`config.mk`:
```
export PLATFORM = sky130hd
export DESIGN_NAME = crc_stream_engine_flat
export DESIGN_NICKNAME = d
export VERILOG_FILES = /design/src/rtl/crc_stream_engine_if.sv /design/src/rtl/crc_stream_engine.sv /design/src/flat_wrapper.sv
export SDC_FILE = /design/constraint.sdc
export NUM_CORES = 1
export LEC_CHECK = 0
export BUFFER_PORTS_ARGS = -buffer_cell sky130_fd_sc_hd__buf_2
export CELL_PAD_IN_SITES_DETAIL_PLACEMENT = 0
export CELL_PAD_IN_SITES_GLOBAL_PLACEMENT = 2
export CORE_ASPECT_RATIO = 1.4
export CORE_UTILIZATION = 35
export CTS_CLUSTER_SIZE = 20
export DETAILED_ROUTE_END_ITERATION = 6
export PLACE_DENSITY = 0.87
export SETUP_SLACK_MARGIN = 0.5
export SLEW_MARGIN = 20
export SYNTH_ARGS = -nofsm -noshare
export SYNTH_HDL_FRONTEND = slang
export SYNTH_SLANG_ARGS = --single-unit
```
`constraint.sdc`:
```
create_clock -name clk_25Mz -period 2.8 [get_ports clk_25Mz]
set_input_delay 0.28 -clock clk_25Mz [delete_from_list [all_inputs] [get_ports clk_25Mz]]
set_output_delay 0.28 -clock clk_25Mz [all_outputs]
set_load 0.02 [all_outputs]
```
`src/rtl/crc_stream_engine_if.sv`:
```
// rtl/crc_stream_engine_if.sv - beat stream, FCS stream and result bundle of crc_stream_engine
// master = frame source / FCS sink side, slave = the CRC engine.
interface crc_stream_engine_if #(
  parameter int DATA_W = 4,
  parameter int WIDTH  = 32
);
  logic              check_mode;
  logic              append_en;
  logic              data_valid;
  logic [DATA_W-1:0] data_in;
  logic              sof;
  logic              eof;
  logic              in_ready;
  logic [WIDTH-1:0]  crc_out;
  logic              crc_valid;
  logic              crc_ok;
  logic              fcs_valid;
  logic [DATA_W-1:0] fcs_data;
  logic              fcs_last;
  logic              fcs_ready;
  logic              restart;

  modport master (
    output check_mode, append_en, data_valid, data_in, sof, eof, fcs_ready,
    input  in_ready, crc_out, crc_valid, crc_ok, fcs_valid, fcs_data, fcs_last, restart
  );

  modport slave (
    input  check_mode, append_en, data_valid, data_in, sof, eof, fcs_ready,
    output in_ready, crc_out, crc_valid, crc_ok, fcs_valid, fcs_data, fcs_last, restart
  );
endinterface

```
`src/rtl/crc_stream_engine.sv`:
```
// rtl/crc_stream_engine.sv - parametrised framed CRC generator/checker with optional FCS append
// Results are registered on the eof beat so crc_valid coincides with the DONE state.
module crc_stream_engine #(
  parameter int               WIDTH       = 32,
  parameter int               DATA_W      = 4,
  parameter logic [WIDTH-1:0] POLY        = 32'h04C11DB7,
  parameter logic [WIDTH-1:0] INIT        = '1,
  parameter bit               REFLECT_IN  = 1'b1,
  parameter bit               REFLECT_OUT = 1'b1,
  parameter logic [WIDTH-1:0] XOR_OUT     = '1,
  parameter logic [WIDTH-1:0] RESIDUE     = 32'hC704DD7B
) (
  input  logic                  clk_25Mz,
  input  logic                  rst_n,
  crc_stream_engine_if.slave    bus
);
  localparam int BEATS = WIDTH / DATA_W;
  localparam int CNT_W = $clog2(BEATS + 1);

  typedef enum logic [1:0] {IDLE, ACCUM, DONE, FCS} state_t;

  state_t           state;
  logic [WIDTH-1:0] crc_reg;
  logic [WIDTH-1:0] fcs_shift;
  logic [CNT_W-1:0] fcs_left;
  logic             chk_r;
  logic             app_r;

  logic             accept;
  logic             chk_nxt;
  logic             app_nxt;
  logic [WIDTH-1:0] crc_nxt;

  function automatic logic [WIDTH-1:0] fold(input logic [WIDTH-1:0] c, input logic [DATA_W-1:0] d);
    logic [WIDTH-1:0] r;
    logic             fb;
    r = c;
    for (int i = 0; i < DATA_W; i++) begin
      fb = r[WIDTH-1] ^ (REFLECT_IN ? d[i] : d[DATA_W-1-i]);
      r  = {r[WIDTH-2:0], 1'b0} ^ (fb ? POLY : '0);
    end
    return r;
  endfunction

  function automatic logic [WIDTH-1:0] finalize(input logic [WIDTH-1:0] c);
    logic [WIDTH-1:0] r;
    for (int i = 0; i < WIDTH; i++) r[i] = REFLECT_OUT ? c[WIDTH-1-i] : c[i];
    return r ^ XOR_OUT;
  endfunction

  // A sof beat always restarts from INIT and re-samples the frame mode.
  always_comb begin
    accept  = bus.data_valid & bus.in_ready;
    chk_nxt = bus.sof ? bus.check_mode : chk_r;
    app_nxt = bus.sof ? bus.append_en : app_r;
    crc_nxt = fold(bus.sof ? INIT : crc_reg, bus.data_in);
  end

  always_ff @(posedge clk_25Mz or negedge rst_n) begin
    if (!rst_n) begin
      state         <= IDLE;
      crc_reg       <= INIT;
      fcs_shift     <= '0;
      fcs_left      <= '0;
      chk_r         <= 1'b0;
      app_r         <= 1'b0;
      bus.in_ready  <= 1'b0;
      bus.crc_out   <= '0;
      bus.crc_valid <= 1'b0;
      bus.crc_ok    <= 1'b0;
      bus.fcs_valid <= 1'b0;
      bus.fcs_data  <= '0;
      bus.fcs_last  <= 1'b0;
      bus.restart   <= 1'b0;
    end else begin
      bus.crc_valid <= 1'b0;
      bus.restart   <= 1'b0;
      case (state)
        IDLE, ACCUM: begin
          bus.in_ready <= 1'b1;
          if (accept && (bus.sof || state == ACCUM)) begin
            crc_reg     <= crc_nxt;
            chk_r       <= chk_nxt;
            app_r       <= app_nxt;
            bus.restart <= bus.sof && (state == ACCUM);
            state       <= ACCUM;
            if (bus.eof) begin
              state         <= DONE;
              bus.in_ready  <= 1'b0;
              bus.crc_valid <= 1'b1;
              bus.crc_out   <= finalize(crc_nxt);
              bus.crc_ok    <= chk_nxt && (crc_nxt == RESIDUE);
            end
          end
        end
        DONE: begin
          if (!chk_r && app_r) begin
            state         <= FCS;
            bus.fcs_valid <= 1'b1;
            bus.fcs_data  <= bus.crc_out[DATA_W-1:0];
            fcs_shift     <= bus.crc_out >> DATA_W;
            fcs_left      <= CNT_W'(BEATS - 1);
            bus.fcs_last  <= (BEATS == 1);
          end else begin
            state        <= IDLE;
            bus.in_ready <= 1'b1;
          end
        end
        FCS: begin
          if (bus.fcs_ready) begin
            if (bus.fcs_last) begin
              state         <= IDLE;
              bus.in_ready  <= 1'b1;
              bus.fcs_valid <= 1'b0;
              bus.fcs_last  <= 1'b0;
            end else begin
              bus.fcs_data <= fcs_shift[DATA_W-1:0];
              fcs_shift    <= fcs_shift >> DATA_W;
              fcs_left     <= fcs_left - CNT_W'(1);
              bus.fcs_last <= (fcs_left == CNT_W'(1));
            end
          end
        end
        default: state <= IDLE;
      endcase
    end
  end
endmodule

```
`src/flat_wrapper.sv`:
```
// flat-port wrapper written by rule: the top's interface ports become plain ports
module crc_stream_engine_flat 
#(
  parameter int               WIDTH       = 32,
  parameter int               DATA_W      = 4,
  parameter logic [WIDTH-1:0] POLY        = 32'h04C11DB7,
  parameter logic [WIDTH-1:0] INIT        = '1,
  parameter bit               REFLECT_IN  = 1'b1,
  parameter bit               REFLECT_OUT = 1'b1,
  parameter logic [WIDTH-1:0] XOR_OUT     = '1,
  parameter logic [WIDTH-1:0] RESIDUE     = 32'hC704DD7B
)
  (clk_25Mz, rst_n, bus_check_mode, bus_append_en, bus_data_valid, bus_data_in, bus_sof, bus_eof, bus_fcs_ready, bus_in_ready, bus_crc_out, bus_crc_valid, bus_crc_ok, bus_fcs_valid, bus_fcs_data, bus_fcs_last, bus_restart);
  crc_stream_engine_if #(.DATA_W(DATA_W), .WIDTH(WIDTH)) bus_i ();
  input  logic clk_25Mz;
  input  logic rst_n;
  input wire logic [$bits(bus_i.check_mode)-1:0] bus_check_mode;
  input wire logic [$bits(bus_i.append_en)-1:0] bus_append_en;
  input wire logic [$bits(bus_i.data_valid)-1:0] bus_data_valid;
  input wire logic [$bits(bus_i.data_in)-1:0] bus_data_in;
  input wire logic [$bits(bus_i.sof)-1:0] bus_sof;
  input wire logic [$bits(bus_i.eof)-1:0] bus_eof;
  input wire logic [$bits(bus_i.fcs_ready)-1:0] bus_fcs_ready;
  output wire logic [$bits(bus_i.in_ready)-1:0] bus_in_ready;
  output wire logic [$bits(bus_i.crc_out)-1:0] bus_crc_out;
  output wire logic [$bits(bus_i.crc_valid)-1:0] bus_crc_valid;
  output wire logic [$bits(bus_i.crc_ok)-1:0] bus_crc_ok;
  output wire logic [$bits(bus_i.fcs_valid)-1:0] bus_fcs_valid;
  output wire logic [$bits(bus_i.fcs_data)-1:0] bus_fcs_data;
  output wire logic [$bits(bus_i.fcs_last)-1:0] bus_fcs_last;
  output wire logic [$bits(bus_i.restart)-1:0] bus_restart;
  assign bus_i.check_mode = bus_check_mode;
  assign bus_i.append_en = bus_append_en;
  assign bus_i.data_valid = bus_data_valid;
  assign bus_i.data_in = bus_data_in;
  assign bus_i.sof = bus_sof;
  assign bus_i.eof = bus_eof;
  assign bus_i.fcs_ready = bus_fcs_ready;
  assign bus_in_ready = bus_i.in_ready;
  assign bus_crc_out = bus_i.crc_out;
  assign bus_crc_valid = bus_i.crc_valid;
  assign bus_crc_ok = bus_i.crc_ok;
  assign bus_fcs_valid = bus_i.fcs_valid;
  assign bus_fcs_data = bus_i.fcs_data;
  assign bus_fcs_last = bus_i.fcs_last;
  assign bus_restart = bus_i.restart;
  crc_stream_engine #(.WIDTH(WIDTH), .DATA_W(DATA_W), .POLY(POLY), .INIT(INIT), .REFLECT_IN(REFLECT_IN), .REFLECT_OUT(REFLECT_OUT), .XOR_OUT(XOR_OUT), .RESIDUE(RESIDUE)) u_core (.clk_25Mz(clk_25Mz), .rst_n(rst_n), .bus(bus_i));
endmodule
```
==> results_tabular.tex, run 1 <==
\begin{tabular}{lr}
\hline
Metric & Value \\
\hline
\multicolumn{2}{l}{\textbf{GRT}} \\
\quad Total track usage & 0.184 \\
\quad Largest net degree at the start of global routing & 72 \\
\quad Global-route wire length before repair & 23.4 mm \\
\quad Via count of the first global-routing pass & between 4000 and 5000 \\
\quad Total grt overflow & 0 \\
\quad Number of antenna violations at the first check in global routing & 0 \\
\multicolumn{2}{l}{\textbf{Timing}} \\
\quad RSZ-0062 raised after global routing & yes \\
\quad Final count of hold timing violations & 0 \\
\quad Maximum operating frequency & 0.442 GHz \\
\quad Number of setup violations in the final report & 0 \\
\quad Relative slew margins & 0.625 \\
\quad Largest clock skew in the final design & roughly 0.006 ns \\
\quad Final critical-path share of the clock period & 0.807 \\
\quad Transition time at the pin with the least slew margin & around 0.56 ns \\
\quad Final WS setup & 0.539 ns \\
\quad Pins over their slew limit & 0 \\
\quad Minimum clock period after layout & approximately 2.3 ns \\
\quad Setup\_tns & 0 ns \\
\multicolumn{2}{l}{\textbf{Clock tree}} \\
\quad TritonCTS Buffers & 9 \\
\quad Clock Latency Late Sink & between 0.3 and 0.4 ns \\
\quad Total clock sinks & 110 \\
\quad CTS tree & done \\
\quad Maximum count of clock buffers along a single path & 2 \\
\quad CTS root buffer & clkbuf\_16 \\
\quad H-tree lvl count & 3 \\
\quad Clock transition at path regs & 0.07 ns \\
\multicolumn{2}{l}{\textbf{Synth}} \\
\quad Cell Area, Synth & $\sim$5600 sq um \\
\quad Top cells by instance count after synthesis & nand2\_1 (163), dfrtp\_1 (78), nor2\_1 (74) \\
\quad Share of synthesized flip-flops with an asynchronous set or reset & 1.00 \\
\quad Number of enable-type register cells in the synthesized netlist & 0 \\
\quad Share of the synthesized area in the top cell type & 0.347 \\
\quad Post-synthesis cell type count & 52 \\
\quad Sequential-to-total area share from yosys stat & 0.497 \\
\quad Biggest area contributors in the synthesized netlist & dfrtp\_1 (35\%), dfstp\_2 (15\%), nand2\_1 (11\%) \\
\quad Net Count, Synth & about 630 \\
\quad Number of warnings reported in the yosys synthesis log & 0 \\
\quad Primary flip-flop cell chosen by synthesis mapping & dfrtp\_1 \\
\quad Post-synth top area cell & dfrtp\_1 \\
\quad Number of synthesized register bits & 110 \\
\quad Syn\_area\_per\_cell & slightly above 9 sq um \\
\quad Synthesized netlist cell count & a little over 600 \\
\quad Leading cell type by number of instances after synthesis & nand2\_1 \\
\multicolumn{2}{l}{\textbf{Place}} \\
\quad IO buf count & 53 \\
\quad Worst setup slack after placement & between 0.3 and 0.4 ns \\
\quad Final estimated routing congestion in global placement & about 0.87 \\
\quad Placed wire-length estimate after detailed placement & between 10 and 15 mm \\
\multicolumn{2}{l}{\textbf{Flow run}} \\
\quad Max capacitance violation total & 0 \\
\multicolumn{2}{l}{\textbf{Drt}} \\
\quad Post-DR wirelength/cell & roughly 17 microns \\
\quad Number of design rule violations left after detail routing & 0 \\
\quad Wire length reported by the detailed router & 14.2 mm \\
\quad Number of iterations in the first detailed-routing pass & 4 \\
\quad Post-DRT Antenna Nets & 0 \\
\quad Vias per cell & between 5 and 6 \\
\quad Initial detailed-routing violation count & roughly 200 \\
\quad Vias post-DR & roughly 4300 \\
\multicolumn{2}{l}{\textbf{Power and ir drop}} \\
\quad Leakage power & between 2 and 3 nW \\
\quad Largest vdd supply drop & 0.496 mV \\
\quad Cell-internal power & around 0.0047 W \\
\quad Switching share of power & 0.425 \\
\quad Share of total power in combinational logic & 0.442 \\
\quad Sw Pwr & between 0.003 and 0.004 W \\
\quad Proportion of power drawn by flip-flops and latches & 0.407 \\
\quad Power density normalized to cell area & about 1300 nW/um\^{}2 \\
\quad Fraction of power consumed by the clock network & 0.151 \\
\multicolumn{2}{l}{\textbf{Floorplan}} \\
\quad Die height & 152 microns \\
\quad Cell row count & 54 \\
\quad Horizontal extent of the die & $\sim$110 microns \\
\quad Die Area & 16600 sq um \\
\quad Count of boundary I/O pins & 54 \\
\quad Starting utilization of the core area & 0.359 \\
\quad Area of the placeable core & 15700 sq um \\
\multicolumn{2}{l}{\textbf{Setup path}} \\
\quad Required time of the critical path & about 3.1 ns \\
\quad CP Class & register to register \\
\quad Arr. time, crit path & 2.51 ns \\
\quad Cell type group with the largest total delay on the critical path & simple AND/OR/NAND/NOR gates \\
\quad Worst path slowest cell & or4\_1 \\
\quad Setup crit end kind & register \\
\quad Critical-path cell list & or3\_4, and2\_4, inv\_4, ha\_2, nand3\_1, or4\_1, nor4\_2, o2111ai\_1, o31ai\_1 \\
\quad Slowest Stage Delay on Critical Path & $\sim$0.42 ns \\
\quad Critical path peak fanout & 3 \\
\quad WP buf/inv & 1 \\
\quad Sort of element at the start of the critical path & register \\
\multicolumn{2}{l}{\textbf{Worst hold path}} \\
\quad Path class of the lowest-slack min-delay path & input port to register \\
\multicolumn{2}{l}{\textbf{Status}} \\
\quad Status & complete, no violations \\
\multicolumn{2}{l}{\textbf{Finish}} \\
\quad Layout overhead on the synthesized area & 13.7\% \\
\quad Post-layout nets & about 660 \\
\quad Fraction of layout instances using a drive strength above 1 & 0.216 \\
\quad Diode insertion count for antenna repair & 0 \\
\quad Filler cells & roughly 1600 \\
\hline
\end{tabular}
-- path summary, 6_finish.rpt --
path | startpoint | to | slack [ns] | depth (start not counted)
min reg2reg | u_core.crc_reg[16] | u_core.crc_reg[16] | 0.47 | 2
min | bus_check_mode | u_core.chk_r | 0.16 | 2
max in group asynchronous | rst_n | u_core.crc_reg[10] | 1.55 | 3
max | u_core.crc_reg[29] | u_core.bus.crc_ok | 0.54 | 9
max reg2reg | u_core.crc_reg[29] | u_core.bus.crc_ok | 0.54 | 9
min in group asynchronous | rst_n | u_core.bus.crc_out[10] | 0.48 | 2
-- cell usage in the layout (no fill, tap or decap), drive strengths merged, types with 2 or more instances in the layout --
cell type,instances
buf,64
nor4,3
or4,2
clkbuf,13
ha,3
nand3b,2
o31ai,2
mux2i,4
inv,7
nor2b,3
dfstp,32
nand4,3
dfrtp,78
nand2b,5
nand3,3
xnor2,44
xor2,10
o21ai,38
a41oi,2
a22o,4
mux2,14
and3,2
clkinv,2
a31oi,32
nor2,74
or3,4
a21o,2
xor3,3
nand2,163
and2,3
o211ai,2
a21oi,14
nor3,3
-- per-layer routing --
metal / vias to the layer above / track usage / routed length, microns
met4: 0 / 0.0779 / 427
met3: 21 / 0.0253 / 356
li1: 2107 / - / -
met5: - / 0 / 0
met1: 2096 / 0.232 / 6150
met2: 70 / 0.309 / 7230
-- logic make-up after synthesis --
kind of cell	count (synthesis)	share of synthesized area
simple gates	274	0.202
mux	18	0.0352
buf+inv	47	0.0383
flops	110	0.497
xor+xnor	58	0.111
fa+ha+maj	3	0.00668
compound gates	102	0.110
-- what timing repair did --
item / CTS / global route
setup endpoints to repair: 1 / 1
pin swaps: 2 / 0
hold buffers: 1 / 0
endpoints found under the hold margin: 24 / 0
resized for setup: 0 / 1
setup buffers: 0 / 0
-- stage by stage --
stage / area (sq um) / util / total power [W] / cells / hold WS, ns
global route: 6390 / 0.408 / 0.00876 / 848 / 0.162
detailed placement: 6100 / 0.389 / 0.00697 / 832 / 0.320
global placement: 6100 / 0.389 / 0.00686 / 832 / 0.311
floorplan: 5660 / - / 0.00583 / 612 / -0.0156
CTS: 6380 / 0.407 / 0.00821 / 848 / 0.150
finish: 6390 / 0.408 / 0.00813 / 848 / 0.164
-- area by class of cell --
| class | instances | area, sq um | area share |
|---|---|---|---|
| flip-flops and latches | 110 | 2790 | 0.437 |
| well taps | 196 | 245 | 0.0384 |
| clock buffers | 13 | 260 | 0.0407 |
| repair buffers | 65 | 385 | 0.0603 |
| multi-input cells | 455 | 2660 | 0.416 |
| clock inverters | 2 | 17.5 | 0.00274 |
| inverters | 7 | 28.8 | 0.00450 |
-- power by group through the flow --
stage	logic (W)	clock network [W]	registers (W)
floorplan	0.00248	0	0.00334
global placement	0.00355	0	0.00331
detailed placement	0.00363	0	0.00334
CTS	0.00364	0.00126	0.00332
global route	0.00402	0.00131	0.00343
finish	0.00360	0.00122	0.00331
Power figures use the tool's default switching activity.
==> run 2: changes to the inputs <==
--- a/config.mk
+++ b/config.mk
@@ -9,10 +9,10 @@
 export CELL_PAD_IN_SITES_DETAIL_PLACEMENT = 0
 export CELL_PAD_IN_SITES_GLOBAL_PLACEMENT = 2
 export CORE_ASPECT_RATIO = 1.4
-export CORE_UTILIZATION = 35
+export CORE_UTILIZATION = 33
 export CTS_CLUSTER_SIZE = 20
 export DETAILED_ROUTE_END_ITERATION = 6
-export PLACE_DENSITY = 0.87
+export PLACE_DENSITY = 0.86
 export SETUP_SLACK_MARGIN = 0.5
 export SLEW_MARGIN = 20
 export SYNTH_ARGS = -nofsm -noshare
==> constraint.sdc (replaced) <==
create_clock -name clk_25Mz -period 1.82 [get_ports clk_25Mz]
set_input_delay 0.182 -clock clk_25Mz [delete_from_list [all_inputs] [get_ports clk_25Mz]]
set_output_delay 0.182 -clock clk_25Mz [all_outputs]
set_load 0.02 [all_outputs]
==> run 2 against run 1 <==
The run now ends with design-rule violations, negative setup slack left; global-route usage increased by 2.7 points; cell area increased by 38%; largest power group unchanged; sequential power increased by 62%; utilization increased by 12 points; maximum frequency increased by 2.4%; hold slack got worse by 0.11 ns; register-to-register slack got worse by 0.93 ns; critical endpoint unchanged; sequential share of layout area decreased by 12 points.
==> results_tabular.tex, run 2 (same netlist as run 1, synthesis figures left out) <==
\begin{tabular}{lr}
\hline
Metric & Value \\
\hline
\multicolumn{2}{l}{\textbf{Status}} \\
\quad Status & finished, violations left (was complete, no violations) \\
\quad Violations in the final reports & design-rule violations, negative setup slack \\
\multicolumn{2}{l}{\textbf{Timing}} \\
\quad Minimum clock period after layout & 2.21 ns (was 2.26 ns) \\
\quad Worst hold slack after final layout & 0.0591 ns (was 0.164 ns) \\
\quad Final critical-path share of the clock period & 1.21 (was 0.807) \\
\quad Pins over their slew limit & 0 (unchanged) \\
\quad Largest clock skew in the final design & 0.0138 ns (was 0.00617 ns) \\
\quad Maximum operating frequency & 0.453 GHz (was 0.442 GHz) \\
\quad Relative slew margins & 0.583 (was 0.625) \\
\quad Final count of hold timing violations & 0 (unchanged) \\
\quad Final WS setup & -0.387 ns (was 0.539 ns) \\
\quad Number of setup violations in the final report & 27 (was 0) \\
\quad Transition time at the pin with the least slew margin & 0.626 ns (was 0.563 ns) \\
\quad RSZ-0062 raised after global routing & yes (unchanged) \\
\multicolumn{2}{l}{\textbf{Power and ir drop}} \\
\quad Cell-internal power & 0.0104 W (was 0.00467 W) \\
\quad Power density normalized to cell area & 2020 nW/um\^{}2 (was 1270 nW/um\^{}2) \\
\quad Switching share of power & 0.421 (was 0.425) \\
\quad Fraction of power consumed by the clock network & 0.109 (was 0.151) \\
\quad Leakage power & 3.93 nW (was 2.81 nW) \\
\quad Sw Pwr & 0.00753 W (was 0.00345 W) \\
\quad Share of total power in combinational logic & 0.591 (was 0.442) \\
\quad Proportion of power drawn by flip-flops and latches & 0.300 (was 0.407) \\
\quad Largest vdd supply drop & 0.791 mV (was 0.496 mV) \\
\multicolumn{2}{l}{\textbf{Clock tree}} \\
\quad Total clock sinks & 110 (unchanged) \\
\quad Clock transition at path regs & 0.08 ns (was 0.07 ns) \\
\quad H-tree lvl count & 3 (unchanged) \\
\quad CTS root buffer & clkbuf\_16 (unchanged) \\
\quad CTS tree & done (unchanged) \\
\quad Maximum count of clock buffers along a single path & 2 (unchanged) \\
\quad Clock Latency Late Sink & 0.36 ns (was 0.34 ns) \\
\quad TritonCTS Buffers & 9 (unchanged) \\
\multicolumn{2}{l}{\textbf{GRT}} \\
\quad Total track usage & 0.211 (was 0.184) \\
\quad Global-route wire length before repair & 28.2 mm (was 23.4 mm) \\
\quad Via count of the first global-routing pass & 5057 (was 4386) \\
\quad Total grt overflow & 0 (unchanged) \\
\quad Largest net degree at the start of global routing & 111 (was 72) \\
\quad Number of antenna violations at the first check in global routing & 0 (unchanged) \\
\multicolumn{2}{l}{\textbf{Drt}} \\
\quad Number of iterations in the first detailed-routing pass & 6 (was 4) \\
\quad Post-DR wirelength/cell & 19.8 microns (was 16.7 microns) \\
\quad Vias per cell & 5.22 (was 5.06) \\
\quad Vias post-DR & 5012 (was 4294) \\
\quad Post-DRT Antenna Nets & 0 (unchanged) \\
\quad Wire length reported by the detailed router & 19.0 mm (was 14.2 mm) \\
\quad Number of design rule violations left after detail routing & 2 (was 0) \\
\quad Initial detailed-routing violation count & 335 (was 197) \\
\multicolumn{2}{l}{\textbf{Setup path}} \\
\quad Setup crit end kind & register (unchanged) \\
\quad Worst setup slack for register-to-register paths & -0.39 ns (was 0.54 ns) \\
\quad WP buf/inv & 1 (unchanged) \\
\quad Critical path peak fanout & 3 (unchanged) \\
\quad Required time of the critical path & 2.08 ns (was 3.05 ns) \\
\quad Cell type group with the largest total delay on the critical path & simple AND/OR/NAND/NOR gates (unchanged) \\
\quad Critical-path cell list & or3\_4, and2\_4, inv\_4, ha\_4, nand3\_2, or4\_4, nor4\_4, o2111ai\_1, o31ai\_1 (was or3\_4, and2\_4, inv\_4, ha\_2, nand3\_1, or4\_1, nor4\_2, o2111ai\_1, o31ai\_1) \\
\quad Start of the worst register-to-register path & u\_core.crc\_reg[29] (unchanged) \\
\quad Slowest Stage Delay on Critical Path & 0.43 ns (was 0.42 ns) \\
\quad Worst setup path start & u\_core.crc\_reg[29] (unchanged) \\
\quad Register-to-Register Path Depth & 9 (unchanged) \\
\quad Sort of element at the start of the critical path & register (unchanged) \\
\quad CP Class & register to register (unchanged) \\
\quad Arr. time, crit path & 2.46 ns (was 2.51 ns) \\
\quad End of the worst register-to-register path & u\_core.bus.crc\_ok (unchanged) \\
\quad Worst path slowest cell & or4\_4 (was or4\_1) \\
\multicolumn{2}{l}{\textbf{Worst hold path}} \\
\quad End of the worst hold path & u\_core.app\_r (was u\_core.chk\_r) \\
\quad Launch instance of the worst min-delay path & bus\_append\_en (was bus\_check\_mode) \\
\quad Path class of the lowest-slack min-delay path & input port to register (unchanged) \\
\quad Hold-critical path depth & 2 (unchanged) \\
\multicolumn{2}{l}{\textbf{Finish}} \\
\quad Most common cell after layout, fill and taps aside & nand2\_1 (unchanged) \\
\quad Layout overhead on the synthesized area & 57.2\% (was 13.7\%) \\
\quad Highest-count cells in the layout ignoring fill and taps & nand2\_1 (119), dfrtp\_1 (74), buf\_2 (52), buf\_4 (52), nor2\_1 (36) (was nand2\_1 (163), dfrtp\_1 (78), nor2\_1 (73)) \\
\quad Post-route core utilization & 0.530 (was 0.408) \\
\quad Fraction of layout instances using a drive strength above 1 & 0.528 (was 0.216) \\
\quad Post-layout nets & 768 (was 663) \\
\quad Diode insertion count for antenna repair & 0 (unchanged) \\
\quad Final Cell Area & 8840 sq um (was 6390 sq um) \\
\multicolumn{2}{l}{\textbf{Place}} \\
\quad Placed wire-length estimate after detailed placement & 10.9 mm (was 10.3 mm) \\
\quad Placed cell area & 6560 sq um (was 6100 sq um) \\
\quad Final estimated routing congestion in global placement & 0.844 (was 0.874) \\
\quad IO buf count & 53 (unchanged) \\
\quad Worst setup slack after placement & -0.471 ns (was 0.335 ns) \\
\multicolumn{2}{l}{\textbf{Floorplan}} \\
\quad Count of boundary I/O pins & 54 (unchanged) \\
\quad Horizontal extent of the die & 112 microns (was 109 microns) \\
\quad Cell row count & 56 (was 54) \\
\quad Area of the placeable core & 16700 sq um (was 15700 sq um) \\
\quad Die height & 156 microns (was 152 microns) \\
\quad Die Area & 17600 sq um (was 16600 sq um) \\
\quad Starting utilization of the core area & 0.337 (was 0.359) \\
\multicolumn{2}{l}{\textbf{Flow run}} \\
\quad Max capacitance violation total & 0 (unchanged) \\
\hline
\end{tabular}
[run 2: cell types whose count changed in the layout (fill, tap and decap cells not counted), moves of 23 or more]
cell | before | now
buf_4 | 10 | 52
nor2_1 | 73 | 36
o21ai_2 | 1 | 25
nand2_1 | 163 | 119
buf_6 | 0 | 30
nor2_4 | 1 | 34
o21ai_0 | 37 | 5
nand2_4 | 0 | 23
[run 2: how the worst max path moves through the flow]
stage | depth (start not counted) | slack (ns) | to
after CTS | 9 | -0.41 | u_core.bus.crc_ok
after floorplan | 9 | -0.38 | u_core.bus.crc_ok
after global placement | 9 | -0.39 | u_core.bus.crc_ok
after global routing | 9 | -0.45 | u_core.bus.crc_ok
after detailed placement | 9 | -0.47 | u_core.bus.crc_ok
final | 9 | -0.39 | u_core.bus.crc_ok
[run 2: layer usage]
metal / wire length, microns / track usage / up-vias / share of wire
li1: - / - / 2327 / -
met2: 10400 / 0.383 / 102 / 0.55
met5: 0 / 0 / - / 0
met4: 846 / 0.0952 / 0 / 0.045
met3: 491 / 0.0337 / 48 / 0.026
met1: 7240 / 0.244 / 2535 / 0.38
[run 2: per-stage QoR]
stage | TNS (ns) | cells | total power (W)
after floorplan | -1.06 | 612 | 0.00940
after global placement | -1.98 | 883 | 0.0116
after detailed placement | -2.52 | 883 | 0.0117
after CTS | -2.21 | 942 | 0.0166
after global routing | -5.92 | 961 | 0.0189
final | -3.28 | 961 | 0.0179
[run 2: area by class of cell]
class                           instances  area, sq um
Fill cell                            1430         7840
Multi-Input combinational cell        455         3660
Sequential cell                       110         2800
Timing Repair Buffer                  170         1800
Tap cell                              203          254
Clock buffer                           10          239
Clock inverter                          6         43.8
Inverter                                7         38.8
[run 2: what timing repair did]
item | 4_1_cts | 5_1_grt
pin swaps | 31 | 45
setup endpoints to repair | 109 | 110
gates resized for setup | 192 | 98
cloned | 11 | 7
endpoints found under the hold margin | 78 | 0
buffers inserted | 31 | 12
hold buffers | 1 | 0
[run 2: worst register-to-register path, stage by stage, from the launching register on]
cell	delay [ns]
dfstp_2	0.38
or3_4	0.36
and2_4	0.18
inv_4	0.06
ha_4	0.12
nand3_2	0.05
or4_4	0.43
nor4_4	0.14
o2111ai_1	0.17
o31ai_1	0.23
[run 2: power by group through the flow]
stage	Combinational [W]	Clock, W	Sequential, W
after floorplan	0.00423	0	0.00517
after global placement	0.00653	0	0.00502
after detailed placement	0.00667	0	0.00508
after CTS	0.00935	0.00197	0.00525
after global routing	0.0113	0.00208	0.00549
final	0.0106	0.00195	0.00536
==> run 3: changes to the inputs <==
--- a/config.mk
+++ b/config.mk
@@ -9,12 +9,13 @@
 export CELL_PAD_IN_SITES_DETAIL_PLACEMENT = 0
 export CELL_PAD_IN_SITES_GLOBAL_PLACEMENT = 2
 export CORE_ASPECT_RATIO = 1.4
-export CORE_UTILIZATION = 33
+export CORE_UTILIZATION = 35
 export CTS_CLUSTER_SIZE = 20
 export DETAILED_ROUTE_END_ITERATION = 6
-export PLACE_DENSITY = 0.86
+export PLACE_DENSITY = 0.87
 export SETUP_SLACK_MARGIN = 0.5
 export SLEW_MARGIN = 20
 export SYNTH_ARGS = -nofsm -noshare
 export SYNTH_HDL_FRONTEND = slang
 export SYNTH_SLANG_ARGS = --single-unit
+export TNS_END_PERCENT = 5
==> constraint.sdc (replaced) <==
create_clock -name clk_25Mz -period 2.87 [get_ports clk_25Mz]
set_input_delay 0.287 -clock clk_25Mz [delete_from_list [all_inputs] [get_ports clk_25Mz]]
set_output_delay 0.287 -clock clk_25Mz [all_outputs]
set_load 0.02 [all_outputs]
==> run 3 against run 2 <==
The run now ends clean; hold slack improved by 0.11 ns; total power down 55%; die area is 5.6% lower; final cell count shrank 11%; clock-buffer cell count rose by 3; maximum frequency is 2.7% lower; critical path depth unchanged; utilization fell by 12 points; wire length is 26% lower; non-clock buffer count shrank 102; highest routed layer unchanged; cell area down 27%; sequential cell count is the same.
==> results_tabular.tex, run 3 (same netlist as run 1, synthesis figures left out) <==
\begin{tabular}{lr}
\hline
Metric & Value \\
\hline
\multicolumn{2}{l}{\textbf{Status}} \\
\quad Status & complete, no violations (was finished, violations left) \\
\multicolumn{2}{l}{\textbf{Clock tree}} \\
\quad Total clock sinks & 110 (unchanged) \\
\quad TritonCTS Buffers & 9 (unchanged) \\
\quad Clock Latency Late Sink & 0.35 ns (was 0.36 ns) \\
\quad CTS root buffer & clkbuf\_16 (unchanged) \\
\quad Clock transition at path regs & 0.07 ns (was 0.08 ns) \\
\quad H-tree lvl count & 3 (unchanged) \\
\quad Maximum count of clock buffers along a single path & 2 (unchanged) \\
\quad CTS tree & done (unchanged) \\
\multicolumn{2}{l}{\textbf{Setup path}} \\
\quad CP Class & register to register (unchanged) \\
\quad Critical path peak fanout & 3 (unchanged) \\
\quad Required time of the critical path & 3.12 ns (was 2.08 ns) \\
\quad Worst setup slack for register-to-register paths & 0.60 ns (was -0.39 ns) \\
\quad Start of the worst register-to-register path & u\_core.crc\_reg[29] (unchanged) \\
\quad Setup crit end kind & register (unchanged) \\
\quad Sort of element at the start of the critical path & register (unchanged) \\
\quad Arr. time, crit path & 2.52 ns (was 2.46 ns) \\
\quad Worst setup path start & u\_core.crc\_reg[29] (unchanged) \\
\multicolumn{2}{l}{\textbf{Drt}} \\
\quad Vias per cell & 5.14 (was 5.22) \\
\quad Met3 routed wirelength & 464 microns (was 491 microns) \\
\quad Vias post-DR & 4378 (was 5012) \\
\quad Number of iterations in the first detailed-routing pass & 5 (was 6) \\
\quad Post-DR wirelength/cell & 16.6 microns (was 19.8 microns) \\
\quad Number of design rule violations left after detail routing & 0 (was 2) \\
\quad Wire length reported by the detailed router & 14.1 mm (was 19.0 mm) \\
\quad Top routing layer in use & met4 (unchanged) \\
\quad Post-DRT Antenna Nets & 0 (unchanged) \\
\quad Wire length on met1 & 6.11 mm (was 7.24 mm) \\
\quad Met2 routed wirelength & 7.25 mm (was 10.4 mm) \\
\quad Initial detailed-routing violation count & 306 (was 335) \\
\multicolumn{2}{l}{\textbf{Floorplan}} \\
\quad Die Area & 16600 sq um (was 17600 sq um) \\
\quad Area of the placeable core & 15700 sq um (was 16700 sq um) \\
\quad Count of boundary I/O pins & 54 (unchanged) \\
\quad Horizontal extent of the die & 109 microns (was 112 microns) \\
\quad Cell row count & 54 (was 56) \\
\quad Starting utilization of the core area & 0.359 (was 0.337) \\
\quad Die height & 152 microns (was 156 microns) \\
\multicolumn{2}{l}{\textbf{Timing}} \\
\quad Pins over their slew limit & 0 (unchanged) \\
\quad Relative slew margins & 0.630 (was 0.583) \\
\quad Transition time at the pin with the least slew margin & 0.551 ns (was 0.626 ns) \\
\quad Maximum operating frequency & 0.441 GHz (was 0.453 GHz) \\
\quad RSZ-0062 raised after global routing & yes (unchanged) \\
\quad Minimum clock period after layout & 2.27 ns (was 2.21 ns) \\
\quad Final count of hold timing violations & 0 (unchanged) \\
\quad Largest clock skew in the final design & 0.00797 ns (was 0.0138 ns) \\
\quad Setup\_tns & 0 ns (was -3.28 ns) \\
\quad Number of setup violations in the final report & 0 (was 27) \\
\quad Final critical-path share of the clock period & 0.791 (was 1.21) \\
\multicolumn{2}{l}{\textbf{GRT}} \\
\quad Via count of the first global-routing pass & 4328 (was 5057) \\
\quad Global-route wire length before repair & 23.3 mm (was 28.2 mm) \\
\quad Total track usage & 0.183 (was 0.211) \\
\quad Total grt overflow & 0 (unchanged) \\
\quad Number of antenna violations at the first check in global routing & 0 (unchanged) \\
\quad Largest net degree at the start of global routing & 62 (was 111) \\
\multicolumn{2}{l}{\textbf{Place}} \\
\quad Final estimated routing congestion in global placement & 0.871 (was 0.844) \\
\quad IO buf count & 53 (unchanged) \\
\quad Placed cell area & 6070 sq um (was 6560 sq um) \\
\quad Placed wire-length estimate after detailed placement & 10.3 mm (was 10.9 mm) \\
\quad Dpl cells & 832 (was 883) \\
\multicolumn{2}{l}{\textbf{Power and ir drop}} \\
\quad Proportion of power drawn by flip-flops and latches & 0.403 (was 0.300) \\
\quad Power density normalized to cell area & 1250 nW/um\^{}2 (was 2020 nW/um\^{}2) \\
\quad Fraction of power consumed by the clock network & 0.165 (was 0.109) \\
\quad Cell-internal power & 0.00468 W (was 0.0104 W) \\
\quad Leakage power & 2.85 nW (was 3.93 nW) \\
\quad Power consumption & 0.00805 W (was 0.0179 W) \\
\quad Share of total power in combinational logic & 0.432 (was 0.591) \\
\quad Switching share of power & 0.419 (was 0.421) \\
\quad Sw Pwr & 0.00337 W (was 0.00753 W) \\
\quad Largest vdd supply drop & 0.367 mV (was 0.791 mV) \\
\multicolumn{2}{l}{\textbf{Finish}} \\
\quad Post-layout nets & 666 (was 768) \\
\quad Diode insertion count for antenna repair & 0 (unchanged) \\
\quad Post-layout instance count excluding filler cells & 852 (was 961) \\
\quad Layout overhead on the synthesized area & 14.5\% (was 57.2\%) \\
\quad Most common cell after layout, fill and taps aside & nand2\_1 (unchanged) \\
\quad Fraction of layout instances using a drive strength above 1 & 0.220 (was 0.528) \\
\quad Highest-count cells in the layout ignoring fill and taps & nand2\_1 (163), dfrtp\_1 (78), nor2\_1 (74) (was nand2\_1 (119), dfrtp\_1 (74), buf\_2 (52), buf\_4 (52), nor2\_1 (36)) \\
\quad Filler cells & 1592 (was 1430) \\
\quad Final Cell Area & 6430 sq um (was 8840 sq um) \\
\multicolumn{2}{l}{\textbf{Worst hold path}} \\
\quad Launch instance of the worst min-delay path & bus\_check\_mode (was bus\_append\_en) \\
\quad Path class of the lowest-slack min-delay path & input port to register (unchanged) \\
\multicolumn{2}{l}{\textbf{Flow run}} \\
\quad Max capacitance violation total & 0 (unchanged) \\
\hline
\end{tabular}
## run 3: cell count changes in the layout (fill, tap and decap cells not counted), sizes merged
| cell | before | now |
|---|---|---|
| clkinv | 3 | 1 |
| clkbuf | 16 | 13 |
| bufbuf | 1 | 0 |
| buf | 162 | 67 |
| inv | 9 | 8 |
| clkinvlp | 1 | 0 |
| bufinv | 0 | 1 |
## run 3: timing repair
action	in CTS	in global routing
gates resized for setup	3	1
pin swaps	3	2
hold buffers	1	0
buffers inserted	3	0
endpoints found under the setup margin	1	1
endpoints found under the hold margin	24	0
## run 3: area by class of cell
cell class	count	area, sq um	area share
Clock buffer	13	270	0.0420
Clock inverter	3	50.0	0.00778
Inverter	7	28.8	0.00447
Multi-Input combinational cell	455	2640	0.410
Sequential cell	110	2790	0.434
Tap cell	196	245	0.0381
Timing Repair Buffer	68	408	0.0634
## run 3: final timing paths
kind / to / cells after the start
setup / recovery: u_core.bus.crc_ok / 9
hold reg to reg: u_core.crc_reg[16] / 2
hold / removal: u_core.chk_r / 2
setup reg to reg: u_core.bus.crc_ok / 9
min in group asynchronous: u_core.chk_r / 2
max in group asynchronous: u_core.crc_reg[30] / 3
## run 3: per-layer routing
metal	up-vias	track usage
met5	-	0
met4	0	0.0644
met3	15	0.0236
met2	93	0.306
met1	2168	0.239
li1	2102	-
## run 3: power groups by stage
stage	clock [W]	combinational, W	sequential [W]
5_1_grt	0.00142	0.00391	0.00335
3_5_place_dp	0	0.00347	0.00329
4_1_cts	0.00136	0.00353	0.00324
2_1_floorplan	0	0.00239	0.00326
3_3_place_gp	0	0.00342	0.00325
6_report	0.00133	0.00348	0.00324
## run 3: critical path: stages (launching register included)
cell,delay (ns)
dfstp_2,0.39
or3_4,0.37
and2_4,0.18
inv_4,0.05
ha_1,0.13
nand3_1,0.07
or4_1,0.49
nor4_2,0.14
o2111ai_1,0.13
o31ai_1,0.22
## run 3: metrics by stage
step	hold WS, ns	setup slack [ns]	utilization
after floorplan	-0.00859	0.533	-
after global placement	0.248	0.427	0.387
after detailed placement	0.252	0.386	0.387
after CTS	0.165	0.507	0.410
after global routing	0.169	0.414	0.411
final	0.174	0.601	0.411
